[config.mk]
export PLATFORM = sky130hd
export DESIGN_NAME = tff_updown_counter_flat
export DESIGN_NICKNAME = d
export VERILOG_FILES = /design/src/rtl/tff_updown_counter_pkg.sv /design/src/rtl/tff_updown_counter_if.sv /design/src/rtl/tff_updown_counter_cell.sv /design/src/rtl/tff_updown_counter.sv /design/src/flat_wrapper.sv
export SDC_FILE = /design/constraint.sdc
export NUM_CORES = 1
export LEC_CHECK = 0
export CELL_PAD_IN_SITES_DETAIL_PLACEMENT = 0
export CELL_PAD_IN_SITES_GLOBAL_PLACEMENT = 1
export CORE_AREA = 5 5 75 49
export DETAILED_ROUTE_END_ITERATION = 6
export DIE_AREA = 0 0 80 54
export DONT_BUFFER_PORTS = 1
export HOLD_SLACK_MARGIN = 0.06
export PLACE_DENSITY = 0.84
export SLEW_MARGIN = 20
export SYNTH_ARGS = -nofsm -noshare
export SYNTH_HDL_FRONTEND = slang
export SYNTH_HIERARCHICAL = 1
export SYNTH_SLANG_ARGS = --single-unit
[constraint.sdc]
create_clock -name clk -period 3.25 [get_ports clk]
set_clock_uncertainty 0.2 [all_clocks]
set_input_delay 0.1625 -clock clk [delete_from_list [all_inputs] [get_ports clk]]
set_output_delay 0.1625 -clock clk [all_outputs]
set_load 0.05 [all_outputs]
[src/rtl/tff_updown_counter_pkg.sv]
// Shared types and elaboration helpers for the T-cell up/down counter.
package tff_pkg;

    typedef enum logic {DN = 1'b0, UP = 1'b1} dir_e;

    // Bits needed to represent 0..v-1, never less than one.
    function automatic int clog2_min(input int unsigned v);
        int r;
        if (v <= 32'd2) begin
            r = 1;
        end else begin
            r = $clog2(v);
        end
        return r;
    endfunction

endpackage

[src/rtl/tff_updown_counter_if.sv]
// Control and status bundle of the up/down counter.
interface tff_updown_counter_if #(
    parameter int WIDTH = 8
);
    logic             clear;
    logic             load;
    logic [WIDTH-1:0] load_val;
    logic             en;
    logic             up_dn;
    logic [WIDTH-1:0] q;
    logic             tc;
    logic             wrap;
    logic             ovf;

    modport master (
        output clear, load, load_val, en, up_dn,
        input  q, tc, wrap, ovf
    );

    modport slave (
        input  clear, load, load_val, en, up_dn,
        output q, tc, wrap, ovf
    );
endinterface

[src/rtl/tff_updown_counter_cell.sv]
// One counter bit: a T flip-flop with synchronous clear and parallel load.
module tff_cell (
    input  logic clk,
    input  logic reset_n,
    input  logic t,
    input  logic sync_clr,
    input  logic ld,
    input  logic d,
    output logic q
);
    logic q_q;
    logic q_d;

    // Next bit value: clear beats load beats toggle.
    always_comb begin
        q_d = q_q;
        if (sync_clr) begin
            q_d = 1'b0;
        end else if (ld) begin
            q_d = d;
        end else begin
            q_d = q_q ^ t;
        end
    end

    // Bit storage.
    always_ff @(posedge clk or negedge reset_n) begin
        if (!reset_n) begin
            q_q <= 1'b0;
        end else begin
            q_q <= q_d;
        end
    end

    assign q = q_q;
endmodule

[src/rtl/tff_updown_counter.sv]
// Modulo-N up/down counter built from T-cells, with wrap pulse and sticky overflow.
module tff_updown_counter
    import tff_pkg::*;
#(
    parameter int WIDTH    = 8,
    parameter int MODULUS  = 256,
    parameter int SATURATE = 0
) (
    input  logic                 clk,
    input  logic                 reset_n,
    tff_updown_counter_if.slave  bus
);
    localparam logic [WIDTH-1:0] MAX_C  = WIDTH'(MODULUS - 1);
    localparam logic [WIDTH-1:0] ZERO_C = {WIDTH{1'b0}};
    localparam logic [WIDTH-1:0] ONE_C  = WIDTH'(1);

    if ((clog2_min(MODULUS) > WIDTH) || (MODULUS < 2)) begin : g_bad_modulus
        $error("tff_updown_counter: MODULUS must satisfy 2 <= MODULUS <= 2**WIDTH");
    end

    logic [WIDTH-1:0] q_s;
    logic [WIDTH-1:0] q_d;
    logic [WIDTH-1:0] t_s;
    logic [WIDTH-1:0] ld_val_s;
    dir_e             dir_s;
    logic             tc_s;
    logic             wrap_d;
    logic             wrap_q;
    logic             ovf_d;
    logic             ovf_q;

    // Direction, terminal count and clamped load value.
    always_comb begin
        dir_s = dir_e'(bus.up_dn);
        if (dir_s == UP) begin
            tc_s = (q_s == MAX_C);
        end else begin
            tc_s = (q_s == ZERO_C);
        end
        if (bus.load_val > MAX_C) begin
            ld_val_s = MAX_C;
        end else begin
            ld_val_s = bus.load_val;
        end
    end

    // Target count and flag updates; toggles are the bits that differ from q.
    always_comb begin
        q_d    = q_s;
        wrap_d = 1'b0;
        ovf_d  = ovf_q;
        if (bus.clear) begin
            q_d   = ZERO_C;
            ovf_d = 1'b0;
        end else if (bus.load) begin
            q_d = ld_val_s;
        end else if (bus.en) begin
            if (!tc_s) begin
                q_d = (dir_s == UP) ? (q_s + ONE_C) : (q_s - ONE_C);
            end else if (SATURATE != 32'sd0) begin
                ovf_d = 1'b1;
            end else begin
                q_d    = (dir_s == UP) ? ZERO_C : MAX_C;
                wrap_d = 1'b1;
            end
        end else begin
            q_d = q_s;
        end
        t_s = q_s ^ q_d;
    end

    for (genvar i = 0; i < WIDTH; i++) begin : g_cell
        tff_cell u_cell (
            .clk      (clk),
            .reset_n  (reset_n),
            .t        (t_s[i]),
            .sync_clr (bus.clear),
            .ld       (bus.load),
            .d        (ld_val_s[i]),
            .q        (q_s[i])
        );
    end

    // Wrap pulse and sticky overflow registers.
    always_ff @(posedge clk or negedge reset_n) begin
        if (!reset_n) begin
            wrap_q <= 1'b0;
            ovf_q  <= 1'b0;
        end else begin
            wrap_q <= wrap_d;
            ovf_q  <= ovf_d;
        end
    end

    assign bus.q    = q_s;
    assign bus.tc   = tc_s;
    assign bus.wrap = wrap_q;
    assign bus.ovf  = ovf_q;
endmodule

[src/flat_wrapper.sv]
// flat-port wrapper written by rule: the top's interface ports become plain ports
module tff_updown_counter_flat import tff_pkg::*;
#(
    parameter int WIDTH    = 8,
    parameter int MODULUS  = 256,
    parameter int SATURATE = 0
)
  (clk, reset_n, bus_clear, bus_load, bus_load_val, bus_en, bus_up_dn, bus_q, bus_tc, bus_wrap, bus_ovf);
  tff_updown_counter_if #(.WIDTH(WIDTH)) bus_i ();
  input  logic clk;
  input  logic reset_n;
  input wire logic [$bits(bus_i.clear)-1:0] bus_clear;
  input wire logic [$bits(bus_i.load)-1:0] bus_load;
  input wire logic [$bits(bus_i.load_val)-1:0] bus_load_val;
  input wire logic [$bits(bus_i.en)-1:0] bus_en;
  input wire logic [$bits(bus_i.up_dn)-1:0] bus_up_dn;
  output wire logic [$bits(bus_i.q)-1:0] bus_q;
  output wire logic [$bits(bus_i.tc)-1:0] bus_tc;
  output wire logic [$bits(bus_i.wrap)-1:0] bus_wrap;
  output wire logic [$bits(bus_i.ovf)-1:0] bus_ovf;
  assign bus_i.clear = bus_clear;
  assign bus_i.load = bus_load;
  assign bus_i.load_val = bus_load_val;
  assign bus_i.en = bus_en;
  assign bus_i.up_dn = bus_up_dn;
  assign bus_q = bus_i.q;
  assign bus_tc = bus_i.tc;
  assign bus_wrap = bus_i.wrap;
  assign bus_ovf = bus_i.ovf;
  tff_updown_counter #(.WIDTH(WIDTH), .MODULUS(MODULUS), .SATURATE(SATURATE)) u_core (.clk(clk), .reset_n(reset_n), .bus(bus_i));
endmodule
==> Word level (Yosys, flattened, before mapping) <==
Cells that the tools add are included.
{ "op_classes": {"shifts": 0, "n_reduce_logical": 1, "n_div": 0, "eq_ne": 1, "magnitude_cmp": 1, "mux": 28, "n_bitwise": 9, "addsub": 2, "mul": 0} }
{ "ops": {"columns": ["cell", "count"], "rows": [
  ["$mux 8", 7],
  ["$mux 1", 21],
  ["$add 8x1->8 const B", 1],
  ["$eq 8x8->1 const B", 1],
  ["$gt 8x8->1 const B", 1],
  ["$logic_not 8->1", 1],
  ["$sub 8x1->8 const B", 1],
  ["$xor 1x1->1", 8],
  ["$xor 8x8->8", 1]
]} }
{ "word_totals": {"latchBits": 0, "romBits": 0, "memories": 0, "wordCells": 51, "in_bits": 14, "regBits": 9, "ram_bits": 0} }

==> Logic depth before layout (Yosys ltp) <==
Gate-level depths: netlist of run 1.
{ "depth": {"depth_word": 10, "ltp_mapped": 10} }

==> Cells and area by module <==
The synthesis of run 1 kept the hierarchy.
{ "by_module_without_submodules": {"columns": ["module", "area_each_um2", "cells_each", "instances"], "rows": [
  ["tff_updown_counter", 827.0, 119, 1],
  ["tff_cell", 56.3, 5, 8]
]} }

==> Least setup slack after synthesis of run 1 <==
Ideal clock, no wire load.
{ "synth_timing": {"path_kind": "register to register", "from": "register u_core.g_cell[0].u_cell.q_q", "to": "register u_core.g_cell[6].u_cell.q_q", "t_required_ns": 2.963, "setup_time_ns": 0.087, "path_stages_with_launch": 11, "arrival_ns": 2.720, "period_less_slack_ns": 3.007, "path_buffers": 0, "slack_ns": 0.243, "path_cell_list": "dfrtp_1 -> inv_1 -> fa_1 -> nand2b_1 -> a21oi_1 -> nor4_1 -> a311oi_1 -> a2111oi_1 -> a311o_1 -> xnor2_1 -> a211oi_2"} }
{ "synth_between": {"elab_chain_cells": 10, "word_cells_on_any_way": 14, "classes_between": "add/sub (2); eq/ne (1); mux (8); bitwise (2); reduce/logical (1)"} }
{ "synth_lines": {"columns": ["element", "line", "source"], "rows": [
  ["from (decl)", "tff_updown_counter_cell.sv:11", "logic q_q;"],
  ["from (signal assigned)", "tff_updown_counter_cell.sv:31", "q_q <= q_d;"],
  ["$sub 8x1->8, or another cell as far along", "tff_updown_counter.sv:59", "q_d = (dir_s == UP) ? (q_s + ONE_C) : (q_s - ONE_C);"],
  ["$mux 8 / $mux 1 (equally long branches)", "tff_updown_counter.sv:59, tff_updown_counter.sv:35", null],
  ["$mux 8 (*)", "tff_updown_counter.sv:58", "if (!tc_s) begin"],
  ["$mux 8 (*)", "tff_updown_counter.sv:57", "end else if (bus.en) begin"],
  ["$mux 8 (*)", "tff_updown_counter.sv:55", "end else if (bus.load) begin"],
  ["$mux 8 (*)", "tff_updown_counter.sv:52", "if (bus.clear) begin"],
  ["$xor 8x8->8 (*)", "tff_updown_counter.sv:69", "t_s = q_s ^ q_d;"],
  ["net u_core.t_s[6]", "tff_updown_counter.sv:23", "logic [WIDTH-1:0] t_s;"],
  ["$xor 1x1->1 (*)", "tff_updown_counter_cell.sv:22", "q_d = q_q ^ t;"],
  ["$mux 1 (*)", "tff_updown_counter_cell.sv:19", "end else if (ld) begin"],
  ["$mux 1 (*)", "tff_updown_counter_cell.sv:17", "if (sync_clr) begin"],
  ["net u_core.g_cell[6].u_cell.q_d", "tff_updown_counter_cell.sv:12", "logic q_d;"],
  ["to (signal assigned)", "tff_updown_counter_cell.sv:31", null],
  ["to (decl)", "tff_updown_counter_cell.sv:11", null]
]} }
The timed path passes the listed nets; every way through them passes the cells marked *.

==> Final worst setup path of run 1 <==
{ "layout_timing": {"from": "register u_core.g_cell[4].u_cell.q_q", "to": "register u_core.g_cell[1].u_cell.q_q"} }
{ "layout_between": {"elab_chain_cells": 10, "word_cells_on_any_way": 11, "classes_between": "eq/ne (1); mux (7); bitwise (2); reduce/logical (1)"} }
{ "layout_lines": {"columns": ["element", "line", "source"], "rows": [
  ["from (decl)", "tff_updown_counter_cell.sv:11", null],
  ["from (signal assigned)", "tff_updown_counter_cell.sv:31", null],
  ["$eq 8x8->1 / $logic_not 8->1 (equally long branches)", "tff_updown_counter.sv:36, tff_updown_counter.sv:38", null],
  ["$mux 1 (*)", "tff_updown_counter.sv:35", "if (dir_s == UP) begin"],
  ["$mux 8 (*)", "tff_updown_counter.sv:58", null],
  ["$mux 8 (*)", "tff_updown_counter.sv:57", null],
  ["$mux 8 (*)", "tff_updown_counter.sv:55", null],
  ["$mux 8 (*)", "tff_updown_counter.sv:52", null],
  ["$xor 8x8->8 (*)", "tff_updown_counter.sv:69", null],
  ["net u_core.t_s[1]", "tff_updown_counter.sv:23", null],
  ["$xor 1x1->1 (*)", "tff_updown_counter_cell.sv:22", null],
  ["$mux 1 (*)", "tff_updown_counter_cell.sv:19", null],
  ["$mux 1 (*)", "tff_updown_counter_cell.sv:17", null],
  ["net u_core.g_cell[1].u_cell.q_d", "tff_updown_counter_cell.sv:12", null],
  ["to (signal assigned)", "tff_updown_counter_cell.sv:31", null],
  ["to (decl)", "tff_updown_counter_cell.sv:11", null]
]} }
Marked as above.

==> results.md, run 1 <==
* Status: completed
* Num ports at 25
* CP startpoint kind: flip-flop
* Static leakage at ~0.6 nW
* Synth Warn # at 6
* M1 WL at 1.877 mm
* Syn_nets at between 150 and 200
* Largest fanout on the critical path at 6
* Maxcap violations at 0
* Final worst-path cycle share at 88.21%
* Vias at about 1300
* Peak supply drop at 158.2 uV
* CTS tree: yes
* Top Metal Used: met4
* Final instance area at between 1500 and 2000 um2
* DIE HEIGHT at between 50 and 60 um
* Antenna Cells at 0
* Root Buffer: clkbuf_8
* # clock sinks at 9
* Wire length on met2 at 1.764 mm
* Seq cells post-synth at 9
* Worst hold path class: input port to flip-flop
* First-pass GRT wire length at 6.423 mm
* Synth area leader: dfrtp_1
* WS Path Type: flip-flop to flip-flop
* CP Data Arrival Time at around 2.8 ns
* EDFF count, synth at 0
* Number of core rows at 16
* Critical-path cell list: buf_4, nor4_1, nand2_1, o21ai_0, and4_1, a21oi_1, o31ai_1, xnor2_1, a211oi_2
* Max Transition Viols Final at 0
* Final Wtd Congestion at approximately 0.90
* Power Total at between 0.0005 and 0.0006 W
* Post-CTS Setup Repair Bufs at 0
* Maximum level of the CTS H-tree at 1
* Via/cell ratio at 5.951
* Post-synth ARST share at 100.0%
* Port Buffers at 0
* Worst setup EP type: flip-flop
* Met3 routed WL at about 360 um
* Cell count after placement at around 210
* DR iter-0 viols at slightly below 70
* CTS Buffer Depth at 2
* Die area at 4320 um2
* Critical Path RT at approximately 3.2 ns
* Register area at around 230 um2
* Initial antenna violation count at 0
* Dominant synthesized flop cell: dfrtp_1
* Placed Area at ~1300 um2
* CTS Buf Count at 3
* Final setup margin at approximately 0.38 ns
* # DRC at 0
* Worst slew margin at 58.05%
* Synth Area per Inst at ~8 um2
* Layout area overhead at 17.73%
* Post-synthesis sequential area ratio at 17.63%
* Final setup fails at 0
* Fin crit period at 2.867 ns
* Fmax at 0.3488 GHz
* Avg WL per Cell at approximately 18 um
* Share of cells above drive strength 1 at roughly 17%
* Filler cell count at slightly below 300
* Synth Instances at ~160
* Starting density of the core at a little over two fifths
* Family with the most delay on the worst path: simple AND/OR/NAND/NOR gates
* CP max stage cell: nor4_1
* Pwr Density at 396.3 nW/um2
* Commonest cells after routing, fill and taps aside: 16 x inv_1, 16 x o21ai_0, 14 x a21oi_1
* Post-synthesis cell area at ~1300 um2
* DPL Wire Length at between 2 and 3 mm
* Nets at 200
* Final wirelength at ~4 mm
* Slew @ Worst Pin at between 0.6 and 0.7 ns
* Area of the multi-input gates at approximately 940 um2
* Post-route insts no fill at approximately 220
* RSZ-0062 raised after global routing: false
* Buf/Inv on CP at 1
* Largest net degree at the start of global routing at 17
* First-pass iteration count of the detailed router at 4
* Horiz. Die Dim at around 80 um
* Synth cell types at between 40 and 50
* Crit path largest cell delay at around 0.42 ns
* Ranking of synthesized cells by area: dfrtp_1 18%, a211oi_2 8.8%, xnor2_1 6.9%
* GRT Total Usage at approximately a fifth
* Reg clk slew, reported paths at roughly 0.050 ns
* Setup total negative slack at 0 ns
* Yosys top cell area share at about 18%
* Clk Latency, worst-skew pair at 0.25 ns
* GRT overflow at 0
* Pre-CTS setup slack at just under 0.5 ns
* Via count of the first global-routing pass at approximately 1300
* Routed Antenna Nets at 0
* Final hold vios at 0
* Core area at between 3000 and 4000 um2
state kept, by name (all words and copies together), names as in the netlist:
name,flops
u_core/g_cell.u_cell/q,8
u_core/bus.wrap,1
cells in the mapped netlist, types with 2 or more instances:
library cell / count
dfrtp_1: 9
nor2_1: 11
xor2_1: 3
a21oi_1: 14
nor2b_1: 9
o21a_1: 2
a22oi_1: 2
ha_1: 6
o21ba_2: 2
nor3_1: 4
a31oi_1: 3
inv_1: 16
clkbuf_8: 3
o21ai_0: 16
and4_2: 2
nand2b_1: 2
o31ai_1: 4
nand2_1: 5
a211oi_2: 9
xnor2_1: 10
nor4_1: 2
stage by stage:
stage          utilization (%)  hold slack (ns)
2_1_floorplan                -          -0.3331
3_3_place_gp             44.33          -0.3328
3_5_place_dp             44.33          -0.3328
4_1_cts                  49.42          0.07662
5_1_grt                  49.42           0.1066
6_report                 49.42           0.1124
final cells by class:
type                       count  area share (%)
inverter                      16           3.993
multi-input combinational    129           62.48
sequential                     9           14.98
tap                           45           3.744
clock buffer                   4           2.995
timing repair buffer          20           11.81
worst paths after layout:
kind | start | end | slack [ns] | cells after the start
setup / recovery | u_core/g_cell[4].u_cell/q | u_core/g_cell[1].u_cell/q | 0.38 | 9
hold / removal | bus_clear | u_core/bus.wrap | 0.11 | 2
setup reg to reg | u_core/g_cell[4].u_cell/q | u_core/g_cell[1].u_cell/q | 0.38 | 9
hold reg to reg | u_core/g_cell[6].u_cell/q | u_core/g_cell[6].u_cell/q | 0.66 | 3
max in group asynchronous | reset_n | u_core/g_cell[5].u_cell/q | 2.37 | 1
min in group asynchronous | reset_n | u_core/g_cell[3].u_cell/q | 0.13 | 1
where the power goes:
group          total (W)  switching [W]  internal, W
clock network   0.000144      0.0000577    0.0000867
registers       0.000135      0.0000117     0.000123
logic           0.000317       0.000192     0.000125
layer usage:
layer / vias to the layer above / track usage (%)
met5: - / 0
met4: 0 / 3.371
met3: 3 / 6.187
met2: 59 / 30.91
met1: 645 / 27.28
li1: 620 / -
repair_timing:
item                      CTS  global route
hold endpoints to repair   17             0
hold buffers               11             0
resized for setup           0             0
kinds of logic (layout without fill, tap and decap cells):
| group | count (synthesis) | count (layout) | share of synthesized area [%] |
|---|---|---|---|
| AO/OA/AOI/OAI | 64 | 64 | 37.02 |
| XOR/XNOR | 13 | 13 | 8.913 |
| adder cells (fa/ha/maj) | 7 | 7 | 7.444 |
| buffers and inverters | 21 | 40 | 8.815 |
| flip-flops | 9 | 9 | 17.63 |
| multiplexers | 1 | 1 | 0.7836 |
| other | 1 | 1 | 0.2935 |
| AND/OR/NAND/NOR | 43 | 43 | 19.10 |
Note: power is estimated with default switching activity, not from simulation.
==> inputs of run 2 (changes only) <==
--- a/config.mk
+++ b/config.mk
@@ -5,14 +5,15 @@
 export SDC_FILE = /design/constraint.sdc
 export NUM_CORES = 1
 export LEC_CHECK = 0
+export ABC_AREA = 1
 export CELL_PAD_IN_SITES_DETAIL_PLACEMENT = 0
 export CELL_PAD_IN_SITES_GLOBAL_PLACEMENT = 1
-export CORE_AREA = 5 5 75 49
+export CORE_AREA = 5 5 79 52
 export DETAILED_ROUTE_END_ITERATION = 6
-export DIE_AREA = 0 0 80 54
+export DIE_AREA = 0 0 84 57
 export DONT_BUFFER_PORTS = 1
 export HOLD_SLACK_MARGIN = 0.06
-export PLACE_DENSITY = 0.84
+export PLACE_DENSITY = 0.87
 export SLEW_MARGIN = 20
 export SYNTH_ARGS = -nofsm -noshare
 export SYNTH_HDL_FRONTEND = slang
==> results.md, run 2 <==
* Placed Area at approximately 1400 um2
* RSZ-0062 raised after global routing: false
* Max Transition Viols Final at 0
* Power Total at around 0.00054 W
* Post-CTS Setup Repair Bufs at 0
* Finished Core Util at 46.47%
* CTS tree: yes
* Crit path largest cell delay at roughly 0.35 ns
* Horiz. Die Dim at 84 um
* Yosys top cell area share at ~22%
* Synth Area per Inst at roughly 5.4 um2
* Final Wtd Congestion at approximately 0.9
* Antenna Cells at 0
* EDFF count, synth at 0
* CTS Buf Count at 3
* Xor/xnor share of the synthesized area at around 3.3%
* Reg2Reg Setup Slack at between 0.9 and 1 ns
* Slew @ Worst Pin at 0.6095 ns
* Dominant synthesized flop cell: dfrtp_1
* Layout area overhead at 18.91%
* Core area at 3403 um2
* GRT overflow at 0
* Commonest cells after routing, fill and taps aside: 78 x nand2_1, 42 x inv_1, 39 x nor2_1
* Post-synthesis cell area at between 1000 and 1500 um2
* Multiplexer area fraction after synthesis at 0%
* Commonest cells post-synth: 78 x nand2_1, 42 x inv_1, 39 x nor2_1
* Routed Antenna Nets at 0
* Via count of the first global-routing pass at ~1300
* Largest register FFs at 8
* Clk Latency, worst-skew pair at roughly 0.24 ns
* Buf/Inv on CP at 3
* Synth Instances at about 250
* Synth area leader: nand2_1
* Cell with the most instances after synthesis: nand2_1
* DR iter-0 viols at a little over 100
* Fmax at approximately 0.43 GHz
* Ranking of synthesized cells by area: nand2_1 22%, dfrtp_1 17%, inv_1 12%
* Critical-path cell list: buf_4, ha_1, or2_1, nand3_1, nand2_1, nand2_1, nand3_1, nand2_1, nand2_1, nand2_1, nand2_1, nand2_1, inv_1, nand2_1, nand3_1, nand2_1, inv_1
* Most used cell, CP: nand2_1
* DPL Wire Length at 2.528 mm
* Pwr Density at 344.2 nW/um2
* Initial antenna violation count at 0
* Maximum level of the CTS H-tree at 1
* Seq cells post-synth at 9
* Post-synth ARST share at 100.0%
* Fin crit period at roughly 2.3 ns
* CTS Buffer Depth at 2
* CP Data Arrival Time at about 2.3 ns
* Setup total negative slack at 0 ns
* CP startpoint kind: flip-flop
* Worst slew margin at approximately 59%
* Family with the most delay on the worst path: simple AND/OR/NAND/NOR gates
* Status: completed
* Number of core rows at 17
* GRT Total Usage at about 15%
* # clock sinks at 9
* Largest net degree at the start of global routing at 11
* WHS at 0.1154 ns
* Syn_nets at around 270
* Simple-gate share of the synthesized area at approximately half
* Maxcap violations at 0
* DIE HEIGHT at around 57 um
* Post-Synth Adder-Cell Area at under 10%
* WS Path Type: flip-flop to flip-flop
* Worst hold path class: input port to asynchronous set/reset pin
* Vias at around 1400
* Final wirelength at between 3 and 4 mm
* Synth Warn # at 6
* Nets at between 200 and 300
* Post-synthesis sequential area ratio at between 10% and 20%
* # DRC at 0
* Reg clk slew, reported paths at about 0.05 ns
* Die area at approximately 4800 um2
* Final instance area at 1582 um2
* Avg WL per Cell at approximately 11 um
* Compound-Gate Fraction of Synth Area at 5.738%
* Num ports at 25
* Static leakage at ~0.9 nW
* Final hold vios at 0
* CP max stage cell: dfrtp_1
* Commonest non-fill, non-tap cell in the layout: nand2_1
* Largest fanout on the critical path at 7
* Peak supply drop at 217.3 uV
* Critical Path RT at approximately 3.2 ns
* Worst setup EP type: flip-flop
* Share of cells above drive strength 1 at between 10% and 20%
* Final worst-path cycle share at a little under three quarters
* Via/cell ratio at about 4.5
* Final setup fails at 0
* Synth cell types at 26
* Root Buffer: clkbuf_8
* First-pass iteration count of the detailed router at 4
* Starting density of the core at between 30 and 40%
* Filler cell count at 360
* First-pass GRT wire length at between 5 and 6 mm
* Largest family of logic cells by synthesized area: simple AND/OR/NAND/NOR gates
* Port Buffers at 0
==> run 2: cell count changes in the layout (fill, tap and decap cells not counted), moves of 4 or more <==
cell / previous run / this run
o31ai_1: 4 / 0
nor2_1: 11 / 39
a211oi_2: 9 / 0
nand2_1: 5 / 78
xnor2_1: 10 / 2
a21oi_1: 14 / 9
o21ai_0: 16 / 0
inv_2: 0 / 10
nand3_1: 1 / 23
inv_1: 16 / 42
nor2b_1: 9 / 0
nor3_1: 4 / 0
==> run 2: power by group <==
group          internal (W)  leakage, nW  switching, W  total (W)
Clock             0.0000861       0.0228     0.0000511   0.000137
Sequential         0.000121        0.117    0.00000887   0.000130
Combinational     0.0000984        0.779      0.000178   0.000277
Total              0.000306        0.918      0.000238   0.000544
==> run 2: through the flow <==
step                worst slack [ns]  std cells
finish                        0.9250        314
global route                  0.7338        314
global placement              0.9838        298
detailed placement            0.9461        298
CTS                           0.9339        314
floorplan                     0.6418        246
==> run 2: per-layer routing <==
metal  GRT usage [%]  vias to the layer above  wire (um)
met5               0                        -          0
met4           1.835                        0         11
met3           4.906                        2        262
met2           26.27                       40       1571
met1           19.67                      597       1702
li1                -                      784          -
==> run 2: worst reg2reg max path, cell delays in order, from the launching register on <==
cell,delay [ns]
dfrtp_1,0.35
buf_4,0.20
ha_1,0.33
or2_1,0.26
nand3_1,0.14
nand2_1,0.07
nand2_1,0.06
nand3_1,0.06
nand2_1,0.07
nand2_1,0.06
nand2_1,0.06
nand2_1,0.04
nand2_1,0.08
inv_1,0.04
nand2_1,0.04
nand3_1,0.07
nand2_1,0.06
inv_1,0.03
==> run 2: timing repair <==
action,in CTS,in global routing
setup endpoints to repair,0,0
hold buffers,12,0
endpoints found under the hold margin,18,0
resized for setup,0,0
==> run 2: worst paths after layout <==
path	from	to	cells past startpoint
max reg2reg	u_core/g_cell[2].u_cell/q	u_core/g_cell[7].u_cell/q	17
min reg2reg	u_core/g_cell[3].u_cell/q	u_core/g_cell[3].u_cell/q	4
max	u_core/g_cell[2].u_cell/q	u_core/g_cell[7].u_cell/q	17
max in group asynchronous	reset_n	u_core/g_cell[3].u_cell/q	1
min in group clk	bus_clear	u_core/g_cell[7].u_cell/q	7
min	reset_n	u_core/bus.wrap	1
==> run 2: area by class of cell <==
type,instances,area (um2),share of cell area (%)
Inverter,53,198.9,12.58
Tap cell,47,58.81,3.718
Multi-Input combinational cell,181,873.3,55.22
Sequential cell,9,225.2,14.24
Clock buffer,4,45.04,2.848
Timing Repair Buffer,20,180.2,11.39
==> run 2: cells by family after synthesis <==
| group | after synthesis |
|---|---|
| other cells | 1 |
| buf+inv | 56 |
| simple gates | 154 |
| compound gates | 14 |
| flops | 9 |
| xor+xnor | 5 |
| fa+ha+maj | 7 |
